===== src/rtl/pipeline_hazard_sequencer.sv =====
// pipeline_hazard_sequencer
//   Central stall/flush sequencer for the 5-stage RV32I pipeline. It takes three
//   inputs: the load-use stall request, a taken redirect from EX and the
//   data-memory handshake. From these it drives the write enables and the
//   bubble/flush controls of PC, IF/ID, ID/EX, EX/MEM and MEM/WB.
//   Priority: memory wait > redirect > load-use. A memory watchdog sets a
//   sticky error.
//   Optional feature: define PERF_COUNTERS_EN to build saturating stall/flush
//   cycle counters. Without it, stall_cycles and flush_cycles are tied to zero.
module pipeline_hazard_sequencer #(
  parameter int FLUSH_CYCLES = 2,   // IF/ID flush length after a redirect (1..3)
  parameter int MEM_TIMEOUT  = 255, // max consecutive wait cycles; 0 disables watchdog
  parameter int CNT_W        = 32   // perf counter width
) (
  input  logic             clk,
  input  logic             rst_n,
  input  logic             load_use_stall,
  input  logic             redirect,
  input  logic             mem_req,
  input  logic             mem_ready,
  output logic             pc_we,
  output logic             ifid_we,
  output logic             ifid_flush,
  output logic             idex_bubble,
  output logic             idex_we,
  output logic             exmem_we,
  output logic             memwb_bubble,
  output logic             mem_error,
  output logic [CNT_W-1:0] stall_cycles,
  output logic [CNT_W-1:0] flush_cycles
);

  typedef enum logic [1:0] {
    S_RUN      = 2'd0,
    S_MEM_WAIT = 2'd1,
    S_FLUSH    = 2'd2
  } state_t;

  // Per-cycle decision. The outputs and the next-state logic are both derived from it.
  typedef enum logic [2:0] {
    A_NONE     = 3'd0,
    A_WAIT     = 3'd1,
    A_RELEASE  = 3'd2,
    A_REDIRECT = 3'd3,
    A_FLUSH    = 3'd4,
    A_LOAD_USE = 3'd5
  } action_t;

  localparam logic [1:0] FLUSH_RELOAD = 2'(FLUSH_CYCLES - 1);
  localparam int         WD_W         = (MEM_TIMEOUT > 1) ? $clog2(MEM_TIMEOUT + 1) : 1;
  localparam logic [WD_W-1:0] WD_LIMIT = WD_W'(MEM_TIMEOUT);
  localparam logic       WD_ENABLE    = (MEM_TIMEOUT != 0);

  state_t          state;
  state_t          ret_state;   // state to resume after a memory wait
  logic [1:0]      flush_cnt;   // remaining FLUSH cycles
  logic [WD_W-1:0] wd_cnt;      // consecutive memory-wait cycles
  logic            mem_error_q;

  logic    mem_wait;
  logic    wd_expired;
  action_t action;

  assign mem_wait   = mem_req & ~mem_ready;
  assign wd_expired = WD_ENABLE && (state == S_MEM_WAIT) && (wd_cnt == WD_LIMIT);

  // Select this cycle's action from the current state and the hazard inputs, in priority order.
  always_comb begin
    // NOTE: every always_comb output gets a default first so no path leaves it unassigned (no latch).
    action = A_NONE;
    unique case (state)
      S_MEM_WAIT: begin
        // Redirect and load-use are ignored here. EX is frozen, so a redirect is presented again later.
        if (wd_expired || !mem_wait) action = A_RELEASE;
        else                         action = A_WAIT;
      end
      S_FLUSH: begin
        if (mem_wait)      action = A_WAIT;
        else if (redirect) action = A_REDIRECT;
        else               action = A_FLUSH;
      end
      default: begin
        if (mem_wait)            action = A_WAIT;
        else if (redirect)       action = A_REDIRECT;
        else if (load_use_stall) action = A_LOAD_USE;
        else                     action = A_NONE;
      end
    endcase
  end

  // Mealy pipeline controls. While reset is asserted they are forced to the frozen, all-NOP values.
  always_comb begin
    pc_we        = 1'b1;
    ifid_we      = 1'b1;
    ifid_flush   = 1'b0;
    idex_bubble  = 1'b0;
    idex_we      = 1'b1;
    exmem_we     = 1'b1;
    memwb_bubble = 1'b0;
    if (!rst_n) begin
      pc_we        = 1'b0;
      ifid_we      = 1'b0;
      ifid_flush   = 1'b1;
      idex_bubble  = 1'b1;
      idex_we      = 1'b0;
      exmem_we     = 1'b0;
      memwb_bubble = 1'b1;
    end else begin
      unique case (action)
        A_WAIT: begin
          pc_we        = 1'b0;
          ifid_we      = 1'b0;
          idex_we      = 1'b0;
          exmem_we     = 1'b0;
          memwb_bubble = 1'b1;
        end
        A_REDIRECT: begin
          ifid_flush  = 1'b1;
          idex_bubble = 1'b1;
        end
        A_FLUSH: begin
          ifid_flush = 1'b1;
        end
        A_LOAD_USE: begin
          pc_we       = 1'b0;
          ifid_we     = 1'b0;
          idex_bubble = 1'b1;
        end
        default: ; // A_NONE and A_RELEASE keep the free-running defaults
      endcase
    end
  end

  // Sequencer FSM: state, return state, flush countdown, watchdog and sticky error.
  always_ff @(posedge clk or negedge rst_n) begin
    // NOTE: sequential state uses non-blocking assignments so every flop samples pre-edge values.
    if (!rst_n) begin
      state       <= S_RUN;
      ret_state   <= S_RUN;
      flush_cnt   <= 2'd0;
      wd_cnt      <= '0;
      mem_error_q <= 1'b0;
    end else begin
      unique case (action)
        A_WAIT: begin
          if (state != S_MEM_WAIT) ret_state <= state;
          state <= S_MEM_WAIT;
          if (WD_ENABLE) wd_cnt <= wd_cnt + 1'b1;
        end
        A_RELEASE: begin
          wd_cnt <= '0;
          if (wd_expired) begin
            // A timed-out access abandons any pending flush and restarts in RUN.
            mem_error_q <= 1'b1;
            state       <= S_RUN;
            flush_cnt   <= 2'd0;
          end else begin
            state <= ret_state;
          end
        end
        A_REDIRECT: begin
          flush_cnt <= FLUSH_RELOAD;
          state     <= (FLUSH_RELOAD != 2'd0) ? S_FLUSH : S_RUN;
        end
        A_FLUSH: begin
          flush_cnt <= flush_cnt - 1'b1;
          if (flush_cnt <= 2'd1) state <= S_RUN;
        end
        default: ; // RUN idle and load-use bubbles leave the sequencer state untouched
      endcase
    end
  end

  assign mem_error = mem_error_q;

`ifdef PERF_COUNTERS_EN
  // Saturating perf counters for stall cycles (PC held) and flush cycles (IF/ID squashed).
  always_ff @(posedge clk or negedge rst_n) begin
    if (!rst_n) begin
      stall_cycles <= '0;
      flush_cycles <= '0;
    end else begin
      if (!pc_we && (stall_cycles != {CNT_W{1'b1}}))      stall_cycles <= stall_cycles + 1'b1;
      if (ifid_flush && (flush_cycles != {CNT_W{1'b1}})) flush_cycles <= flush_cycles + 1'b1;
    end
  end
`else
  assign stall_cycles = '0;
  assign flush_cycles = '0;
`endif

endmodule


===== config.mk =====
export PLATFORM = sky130hd
export DESIGN_NAME = pipeline_hazard_sequencer
export DESIGN_NICKNAME = d
export VERILOG_FILES = /design/src/rtl/pipeline_hazard_sequencer.sv
export SDC_FILE = /design/constraint.sdc
export NUM_CORES = 1
export LEC_CHECK = 0
export ABC_AREA = 1
export ABC_CLOCK_PERIOD_IN_PS = 4300
export CORE_AREA = 8 8 70 72
export CTS_CLUSTER_DIAMETER = 30
export DETAILED_ROUTE_END_ITERATION = 6
export DIE_AREA = 0 0 78 80
export PLACE_DENSITY = 0.85
export SYNTH_ARGS = -nofsm -noshare
export SYNTH_HDL_FRONTEND = slang
export SYNTH_SLANG_ARGS = --single-unit

===== constraint.sdc =====
create_clock -name clk -period 4.3 [get_ports clk]
set_clock_uncertainty 0.15 [all_clocks]
set_input_delay 0.86 -clock clk [delete_from_list [all_inputs] [get_ports clk]]
set_output_delay 0.86 -clock clk [all_outputs]
set_load 0.01 [all_outputs]

==> metrics.txt, run 1 <==
# TYPE chip_impl_metric gauge
chip_impl_info{name="status",value="complete, no violations"} 1
chip_impl_metric{name="timing.fmax",unit="GHz"} 0.262
chip_impl_info{name="synth_ff_type",value="sky130_fd_sc_hd__dfrtp_1"} 1
chip_impl_metric{name="dieArea",unit="mm²"} 0.00624
chip_impl_info{name="synthTopCellsByArea",value="sky130_fd_sc_hd__buf_4 30%, sky130_fd_sc_hd__dfrtp_1 23%, sky130_fd_sc_hd__nand2_1 8.6%"} 1
chip_impl_metric{name="switching_share_of_power",unit=""} 0.524
chip_impl_metric{name="grt_pass1_wl",unit="µm"} 4930
chip_impl_info{name="synthDominantAreaCellType",value="sky130_fd_sc_hd__buf_4"} 1
chip_impl_metric{name="cts_resized",unit=""} 0
chip_impl_metric{name="worst-endpoint-required",unit="ns"} 3.29
chip_impl_metric{name="max_rail_drop_vdd",unit="µV"} 260
chip_impl_metric{name="post-route-period-util",unit=""} 0.887
chip_impl_metric{name="finalSetupViolCount",unit=""} 0
chip_impl_metric{name="first_global_vias",unit=""} 1166
chip_impl_metric{name="rows",unit=""} 23
chip_impl_metric{name="antenna-diode-count",unit=""} 0
chip_impl_metric{name="grt_antenna_before_repair",unit=""} 0
chip_impl_metric{name="via_cell_ratio",unit=""} 4.16
chip_impl_metric{name="final-max-slew-violation-count",unit=""} 0
chip_impl_info{name="crit_path_start_kind",value="input port"} 1
chip_impl_metric{name="cap_viol_max_count",unit=""} 0
chip_impl_info{name="critical_path.endpoint",value="ifid_we"} 1
chip_impl_metric{name="yosysUniqueCellTypes",unit=""} 28
chip_impl_metric{name="htreeDepth",unit=""} 1
chip_impl_metric{name="crit_arrival",unit="ns"} 2.80
chip_impl_metric{name="post-cts-setup-buffer-count",unit=""} 0
chip_impl_metric{name="post_route_cells_drive_above_1_share",unit=""} 0.171
chip_impl_metric{name="grt_overflow",unit=""} 0
chip_impl_metric{name="crit_fanout",unit=""} 6
chip_impl_metric{name="gp_routability_congestion",unit=""} 0.870
chip_impl_info{name="rsz_0062_raised_after_global_routing",value="false"} 1
chip_impl_metric{name="fin_worst_hold_slack",unit="ns"} 0.337
chip_impl_metric{name="hpwl",unit="µm"} 2690
chip_impl_info{name="most_numerous_cell_in_the_yosys_netlist",value="sky130_fd_sc_hd__buf_4"} 1
chip_impl_info{name="setup.worst_path.class",value="in -> out"} 1
chip_impl_metric{name="routed_wirelength",unit="µm"} 3170
chip_impl_metric{name="cts_max_path_buffers",unit=""} 2
chip_impl_metric{name="tritoncts.num_buffers",unit=""} 3
chip_impl_metric{name="clock-sinks",unit=""} 15
chip_impl_metric{name="final_core_utilization",unit=""} 0.429
chip_impl_metric{name="combPwrFrac",unit=""} 0.665
chip_impl_metric{name="placement.io_buffers",unit=""} 13
chip_impl_metric{name="core",unit="mm²"} 0.00386
chip_impl_info{name="yosys-top-cells-count",value="66 x sky130_fd_sc_hd__buf_4, 38 x sky130_fd_sc_hd__nand2_1, 18 x sky130_fd_sc_hd__inv_1, 15 x sky130_fd_sc_hd__dfrtp_1"} 1
chip_impl_metric{name="grt_use_total",unit=""} 0.0952
chip_impl_metric{name="post_cts_hold_buffer_count",unit=""} 0
chip_impl_metric{name="clockPowerShare",unit=""} 0.112
chip_impl_metric{name="largest_net_degree_at_the_start_of_global_routing",unit=""} 10
chip_impl_metric{name="synthesis.area_per_instance",unit="µm²"} 7.83
chip_impl_metric{name="floorplan.initialDensity",unit=""} 0.430
chip_impl_metric{name="worst_setup_hold_path_clk_slew",unit="ns"} 0.06
chip_impl_metric{name="ys_warn_count",unit=""} 0
chip_impl_info{name="critical_path.reg2reg.startpoint",value="state[0]"} 1
chip_impl_metric{name="synth-async-reset-ratio",unit=""} 1.00
chip_impl_metric{name="post_synth_instance_area",unit="mm²"} 0.00166
chip_impl_info{name="cp-startpoint",value="mem_ready"} 1
chip_impl_metric{name="num_io_pins",unit=""} 78
chip_impl_metric{name="final_hold_viol_count",unit=""} 0
chip_impl_metric{name="remaining_drc_errors",unit=""} 0
chip_impl_info{name="tritoncts",value="done"} 1
chip_impl_metric{name="power.leakage",unit="nW"} 0.870
chip_impl_metric{name="drt.antenna.violating_nets",unit=""} 0
chip_impl_info{name="cts.root.buffer_cell",value="sky130_fd_sc_hd__clkbuf_8"} 1
chip_impl_metric{name="power.net_switching",unit="W"} 0.000560
chip_impl_metric{name="final_period_minus_worst_setup_slack",unit="ns"} 3.81
chip_impl_metric{name="netlist.area_leader.share",unit=""} 0.299
chip_impl_metric{name="synth_enable_flop_cells",unit=""} 0
chip_impl_metric{name="nNetsFinal",unit=""} 239
chip_impl_metric{name="synth_cells",unit=""} 212
chip_impl_metric{name="final-instance-count-excl-fill",unit=""} 278
chip_impl_metric{name="drtIter0Drc",unit=""} 59
chip_impl_metric{name="number_of_optimization_iterations_in_the_first_detailed_route_pass",unit=""} 4
chip_impl_metric{name="length_in_cells_of_the_worst_reg_to_reg_path",unit=""} 11
chip_impl_metric{name="ys_ff_latch",unit=""} 15
chip_impl_metric{name="via_count",unit=""} 1157
chip_impl_info{name="critical_path.reg2reg.endpoint",value="wd_cnt[0]"} 1
chip_impl_metric{name="reg2reg_setup_slack",unit="ns"} 2.19
chip_impl_metric{name="synth_seq_area_share",unit=""} 0.226
chip_impl_metric{name="fp.dieH",unit="µm"} 80
chip_impl_metric{name="syn2layout_area_growth",unit="%"} -0.301
chip_impl_metric{name="detail_route.wl_per_cell",unit="µm"} 11.4
chip_impl_metric{name="chip_width",unit="µm"} 78
chip_impl_metric{name="dpl.cell_count",unit=""} 274
chip_impl_metric{name="seqPwrFrac",unit=""} 0.223
chip_impl_metric{name="tns_setup",unit="ns"} 0
chip_impl_info{name="cp-end-kind",value="primary output"} 1
chip_impl_metric{name="p_int",unit="W"} 0.000508
chip_impl_metric{name="powerDensity",unit="mW/mm²"} 646
chip_impl_info{name="min-delay-path-class",value="reg -> reg"} 1
chip_impl_metric{name="clkLatencyLatePin",unit="ns"} 0.25
==> cell usage in the layout, fill, tap and decap left out, types with 2 or more instances in the layout <==
| master | synthesis | layout |
|---|---|---|
| sky130_fd_sc_hd__o21ai_1 | 8 | 8 |
| sky130_fd_sc_hd__dfrtp_1 | 15 | 15 |
| sky130_fd_sc_hd__clkdlybuf4s50_1 | 0 | 13 |
| sky130_fd_sc_hd__nor2_4 | 5 | 5 |
| sky130_fd_sc_hd__nand2_2 | 5 | 5 |
| sky130_fd_sc_hd__buf_4 | 66 | 2 |
| sky130_fd_sc_hd__nand3_2 | 2 | 2 |
| sky130_fd_sc_hd__conb_1 | 1 | 64 |
| sky130_fd_sc_hd__nand2_1 | 38 | 38 |
| sky130_fd_sc_hd__clkbuf_8 | 0 | 3 |
| sky130_fd_sc_hd__nand3_4 | 4 | 4 |
| sky130_fd_sc_hd__inv_1 | 18 | 18 |
| sky130_fd_sc_hd__nor2_1 | 7 | 7 |
| sky130_fd_sc_hd__nor3_1 | 2 | 2 |
| sky130_fd_sc_hd__ha_1 | 4 | 4 |
| sky130_fd_sc_hd__o21ai_0 | 2 | 2 |
| sky130_fd_sc_hd__nand4_1 | 4 | 4 |
| sky130_fd_sc_hd__nand2_4 | 8 | 8 |
| sky130_fd_sc_hd__xor2_1 | 2 | 2 |
| sky130_fd_sc_hd__inv_2 | 4 | 4 |
| sky130_fd_sc_hd__nand3_1 | 8 | 8 |
==> stage by stage <==
step                      total power, W  setup slack (ns)  cell area (µm²)
after floorplan                 0.000828              1.36             1900
after global placement          0.000922             0.601             1610
after detailed placement        0.000950             0.526             1610
after CTS                        0.00107             0.512             1650
after global routing             0.00116             0.399             1650
final                            0.00107             0.486             1650
==> worst min path at each step <==
stage	start	endpoint	slack [ns]	cells after the start
3_3_place_gp	flush_cnt[1]	flush_cnt[1]	0.31	2
6_report	flush_cnt[1]	flush_cnt[1]	0.34	2
5_1_grt	mem_error	mem_error	0.35	1
4_1_cts	flush_cnt[1]	flush_cnt[1]	0.34	2
2_1_floorplan	flush_cnt[1]	flush_cnt[1]	0.29	2
3_5_place_dp	flush_cnt[1]	flush_cnt[1]	0.32	2
==> critical path, cell delays in order <==
cell,delay [ns]
sky130_fd_sc_hd__clkdlybuf4s50_1,0.53
sky130_fd_sc_hd__nor2_4,0.08
sky130_fd_sc_hd__inv_2,0.11
sky130_fd_sc_hd__nand3_1,0.08
sky130_fd_sc_hd__nand2_1,0.10
sky130_fd_sc_hd__nand2_4,0.11
sky130_fd_sc_hd__a21boi_0,0.32
sky130_fd_sc_hd__clkdlybuf4s50_1,0.61
==> per-layer routing <==
layer | global-route usage | part of all wire
met5 | 0 | 0
met4 | 0.0352 | 0.0098
met3 | 0.0405 | 0.088
met2 | 0.160 | 0.51
met1 | 0.105 | 0.40
==> power by group through the flow <==
stage	Sequential, W	Clock [W]	Combinational, W
floorplan	0.000227	0	0.000601
global placement	0.000236	0	0.000685
detailed placement	0.000240	0	0.000710
CTS	0.000238	0.000121	0.000712
global route	0.000246	0.000126	0.000787
finish	0.000238	0.000119	0.000711
==> logic make-up after synthesis <==
family / after synthesis / share of synthesized area
flops: 15 / 0.226
fa+ha+maj: 4 / 0.0302
simple gates: 85 / 0.318
compound gates: 15 / 0.0558
other cells: 1 / 0.00226
buf+inv: 90 / 0.357
xor+xnor: 2 / 0.0106
==> state kept, by name, indices dropped and copies added, names as in the netlist <==
| signal | flops |
|---|---|
| mem_error | 1 |
| flush_cnt | 2 |
| state | 2 |
| ret_state | 2 |
| wd_cnt | 8 |
==> layout make-up <==
class	instances	area [µm²]
flip-flops and latches	15	375
repair buffers	15	145
well taps	50	62.6
clock buffers	3	41.3
clock inverters	1	5.00
inverters	24	97.6
multi-input cells	170	927
fillers	408	2200
(Power assumes the default switching activity.)
==> run 2: changes to the inputs <==
--- a/config.mk
+++ b/config.mk
@@ -6,12 +6,14 @@
 export NUM_CORES = 1
 export LEC_CHECK = 0
 export ABC_AREA = 1
-export ABC_CLOCK_PERIOD_IN_PS = 4300
-export CORE_AREA = 8 8 70 72
+export ABC_CLOCK_PERIOD_IN_PS = 3500
+export CAP_MARGIN = 20
+export CORE_AREA = 8 8 76 78
 export CTS_CLUSTER_DIAMETER = 30
+export CTS_CLUSTER_SIZE = 28
 export DETAILED_ROUTE_END_ITERATION = 6
-export DIE_AREA = 0 0 78 80
-export PLACE_DENSITY = 0.85
+export DIE_AREA = 0 0 84 86
+export PLACE_DENSITY = 0.75
 export SYNTH_ARGS = -nofsm -noshare
 export SYNTH_HDL_FRONTEND = slang
 export SYNTH_SLANG_ARGS = --single-unit
==> constraint.sdc (replaced) <==
create_clock -name clk -period 3.5 [get_ports clk]
set_clock_uncertainty 0.15 [all_clocks]
set_input_delay 0.7 -clock clk [delete_from_list [all_inputs] [get_ports clk]]
set_output_delay 0.7 -clock clk [all_outputs]
set_load 0.01 [all_outputs]
==> metrics.txt, run 2 (synthesis gave the netlist of run 1 again) <==
# TYPE chip_impl_metric gauge
chip_impl_metric{name="number_of_optimization_iterations_in_the_first_detailed_route_pass",unit=""} 4
chip_impl_metric{name="rows",unit=""} 25
chip_impl_metric{name="fp.dieH",unit="µm"} 86
chip_impl_metric{name="seqPwrFrac",unit=""} 0.219
chip_impl_metric{name="setup_slack",unit="ns"} 0.160
chip_impl_metric{name="clkLatencyLatePin",unit="ns"} 0.24
chip_impl_metric{name="final_core_utilization",unit=""} 0.363
chip_impl_info{name="mostFrequentLayoutCells",value="64 x sky130_fd_sc_hd__conb_1, 38 x sky130_fd_sc_hd__nand2_1, 18 x sky130_fd_sc_hd__inv_1, 15 x sky130_fd_sc_hd__dfrtp_1, 11 x sky130_fd_sc_hd__clkdlybuf4s50_1"} 1
chip_impl_metric{name="switching_share_of_power",unit=""} 0.516
chip_impl_metric{name="routed_wirelength",unit="µm"} 3080
chip_impl_metric{name="remaining_drc_errors",unit=""} 0
chip_impl_metric{name="post-cts-setup-buffer-count",unit=""} 0
chip_impl_metric{name="clockPowerShare",unit=""} 0.107
chip_impl_metric{name="clock-sinks",unit=""} 15
chip_impl_metric{name="tritoncts.num_buffers",unit=""} 3
chip_impl_metric{name="grt_antenna_before_repair",unit=""} 0
chip_impl_metric{name="power.leakage",unit="nW"} 0.887
chip_impl_metric{name="antenna-diode-count",unit=""} 0
chip_impl_metric{name="floorplan.initialDensity",unit=""} 0.361
chip_impl_metric{name="grt_overflow",unit=""} 0
chip_impl_metric{name="finalSetupViolCount",unit=""} 0
chip_impl_metric{name="htreeDepth",unit=""} 1
chip_impl_metric{name="worst-endpoint-required",unit="ns"} 2.65
chip_impl_metric{name="placement.io_buffers",unit=""} 13
chip_impl_info{name="largest_register",value="wd_cnt"} 1
chip_impl_metric{name="post-route-period-util",unit=""} 0.954
chip_impl_metric{name="gp_routability_congestion",unit=""} 0.906
chip_impl_info{name="rsz_0062_raised_after_global_routing",value="false"} 1
chip_impl_metric{name="first_global_vias",unit=""} 1190
chip_impl_metric{name="via_count",unit=""} 1120
chip_impl_metric{name="cap_viol_max_count",unit=""} 0
chip_impl_metric{name="post_route_cells_drive_above_1_share",unit=""} 0.170
chip_impl_info{name="leading_cell_type_in_the_layout_fill_and_taps_excluded",value="sky130_fd_sc_hd__conb_1"} 1
chip_impl_info{name="status",value="complete, no violations"} 1
chip_impl_metric{name="post_cts_hold_buffer_count",unit=""} 0
chip_impl_info{name="min-delay-path-class",value="reg -> reg"} 1
chip_impl_metric{name="drt.antenna.violating_nets",unit=""} 0
chip_impl_metric{name="nNetsFinal",unit=""} 240
chip_impl_metric{name="final_period_minus_worst_setup_slack",unit="ns"} 3.34
chip_impl_metric{name="chip_width",unit="µm"} 84
chip_impl_metric{name="final_hold_viol_count",unit=""} 0
chip_impl_metric{name="num_io_pins",unit=""} 78
chip_impl_metric{name="power.net_switching",unit="W"} 0.000678
chip_impl_metric{name="crit_fanout",unit=""} 6
chip_impl_metric{name="final-max-slew-violation-count",unit=""} 0
chip_impl_metric{name="detail_route.wl_per_cell",unit="µm"} 10.9
chip_impl_metric{name="max_rail_drop_vdd",unit="µV"} 455
chip_impl_metric{name="combPwrFrac",unit=""} 0.674
chip_impl_metric{name="powerDensity",unit="mW/mm²"} 787
chip_impl_metric{name="dieArea",unit="mm²"} 0.00722
chip_impl_metric{name="largest_net_degree_at_the_start_of_global_routing",unit=""} 16
chip_impl_metric{name="syn2layout_area_growth",unit="%"} 0.679
chip_impl_info{name="cp-end-kind",value="primary output"} 1
chip_impl_info{name="hold_start",value="mem_error"} 1
chip_impl_metric{name="p_int",unit="W"} 0.000637
chip_impl_metric{name="cts_max_path_buffers",unit=""} 2
chip_impl_info{name="critical_path.reg2reg.startpoint",value="state[0]"} 1
chip_impl_metric{name="timing.fmax",unit="GHz"} 0.299
chip_impl_metric{name="post-place-ws",unit="ns"} 0.119
chip_impl_info{name="setup.worst_path.class",value="in -> out"} 1
chip_impl_metric{name="grt_pass1_wl",unit="µm"} 5400
chip_impl_metric{name="grt_use_total",unit=""} 0.0855
chip_impl_metric{name="largest_reg_flops",unit=""} 8
chip_impl_info{name="crit_path_start_kind",value="input port"} 1
chip_impl_metric{name="fin_worst_hold_slack",unit="ns"} 0.327
chip_impl_metric{name="core",unit="mm²"} 0.00460
chip_impl_metric{name="drtIter0Drc",unit=""} 27
chip_impl_metric{name="via_cell_ratio",unit=""} 3.96
chip_impl_info{name="cts.root.buffer_cell",value="sky130_fd_sc_hd__clkbuf_8"} 1
chip_impl_metric{name="crit_arrival",unit="ns"} 2.49
chip_impl_metric{name="worst_setup_hold_path_clk_slew",unit="ns"} 0.06
chip_impl_metric{name="tns_setup",unit="ns"} 0
chip_impl_info{name="cp-startpoint",value="mem_ready"} 1
chip_impl_info{name="tritoncts",value="done"} 1
chip_impl_metric{name="cts_resized",unit=""} 0
chip_impl_metric{name="hpwl",unit="µm"} 2670
[run 2: changes by cell type in the layout (fill, tap and decap cells not counted)]
cell                              change
sky130_fd_sc_hd__clkdlybuf4s50_1      -2
sky130_fd_sc_hd__dlymetal6s2s_1       +2
sky130_fd_sc_hd__buf_4                +1
sky130_fd_sc_hd__clkbuf_1             +1
sky130_fd_sc_hd__clkinv_2             -1
[run 2: layout make-up]
cell class	count	area, µm²
fillers	486	2930
multi-input cells	170	927
flip-flops and latches	15	375
repair buffers	16	158
inverters	24	97.6
well taps	54	67.6
clock buffers	4	45.0
[run 2: critical path, stage by stage]
cell,delay (ns)
sky130_fd_sc_hd__clkdlybuf4s50_1,0.51
sky130_fd_sc_hd__nor2_4,0.07
sky130_fd_sc_hd__inv_2,0.11
sky130_fd_sc_hd__nand3_1,0.08
sky130_fd_sc_hd__nand2_1,0.10
sky130_fd_sc_hd__nand2_4,0.10
sky130_fd_sc_hd__a21boi_0,0.24
sky130_fd_sc_hd__clkdlybuf4s50_1,0.59
[run 2: path summary, 6_finish.rpt]
check / end / slack, ns / depth (start not counted)
min: mem_error / 0.33 / 1
min in group asynchronous: mem_error / 0.83 / 3
max reg2reg: state[1] / 1.37 / 12
max: pc_we / 0.16 / 8
min reg2reg: mem_error / 0.33 / 1
max in group asynchronous: wd_cnt[3] / 2.20 / 3
[run 2: through the flow]
| stage | instance area [µm²] | std cells | total power, W |
|---|---|---|---|
| global route | 1670 | 283 | 0.00143 |
| global placement | 1620 | 279 | 0.00116 |
| CTS | 1670 | 283 | 0.00133 |
| finish | 1670 | 283 | 0.00131 |
| floorplan | 1900 | 275 | 0.00102 |
| detailed placement | 1620 | 279 | 0.00118 |
[run 2: power groups by stage]
| stage | clock network (W) | logic [W] | registers (W) |
|---|---|---|---|
| floorplan | 0 | 0.000738 | 0.000279 |
| global placement | 0 | 0.000870 | 0.000287 |
| detailed placement | 0 | 0.000891 | 0.000290 |
| CTS | 0.000146 | 0.000895 | 0.000287 |
| global route | 0.000149 | 0.000979 | 0.000300 |
| finish | 0.000140 | 0.000886 | 0.000288 |
[run 2: metal layers]
| layer | track usage | wire length (µm) |
|---|---|---|
| met3 | 0.0351 | 247 |
| met2 | 0.147 | 1500 |
| met4 | 0.0188 | 11 |
| met1 | 0.0958 | 1320 |
| met5 | 0 | 0 |
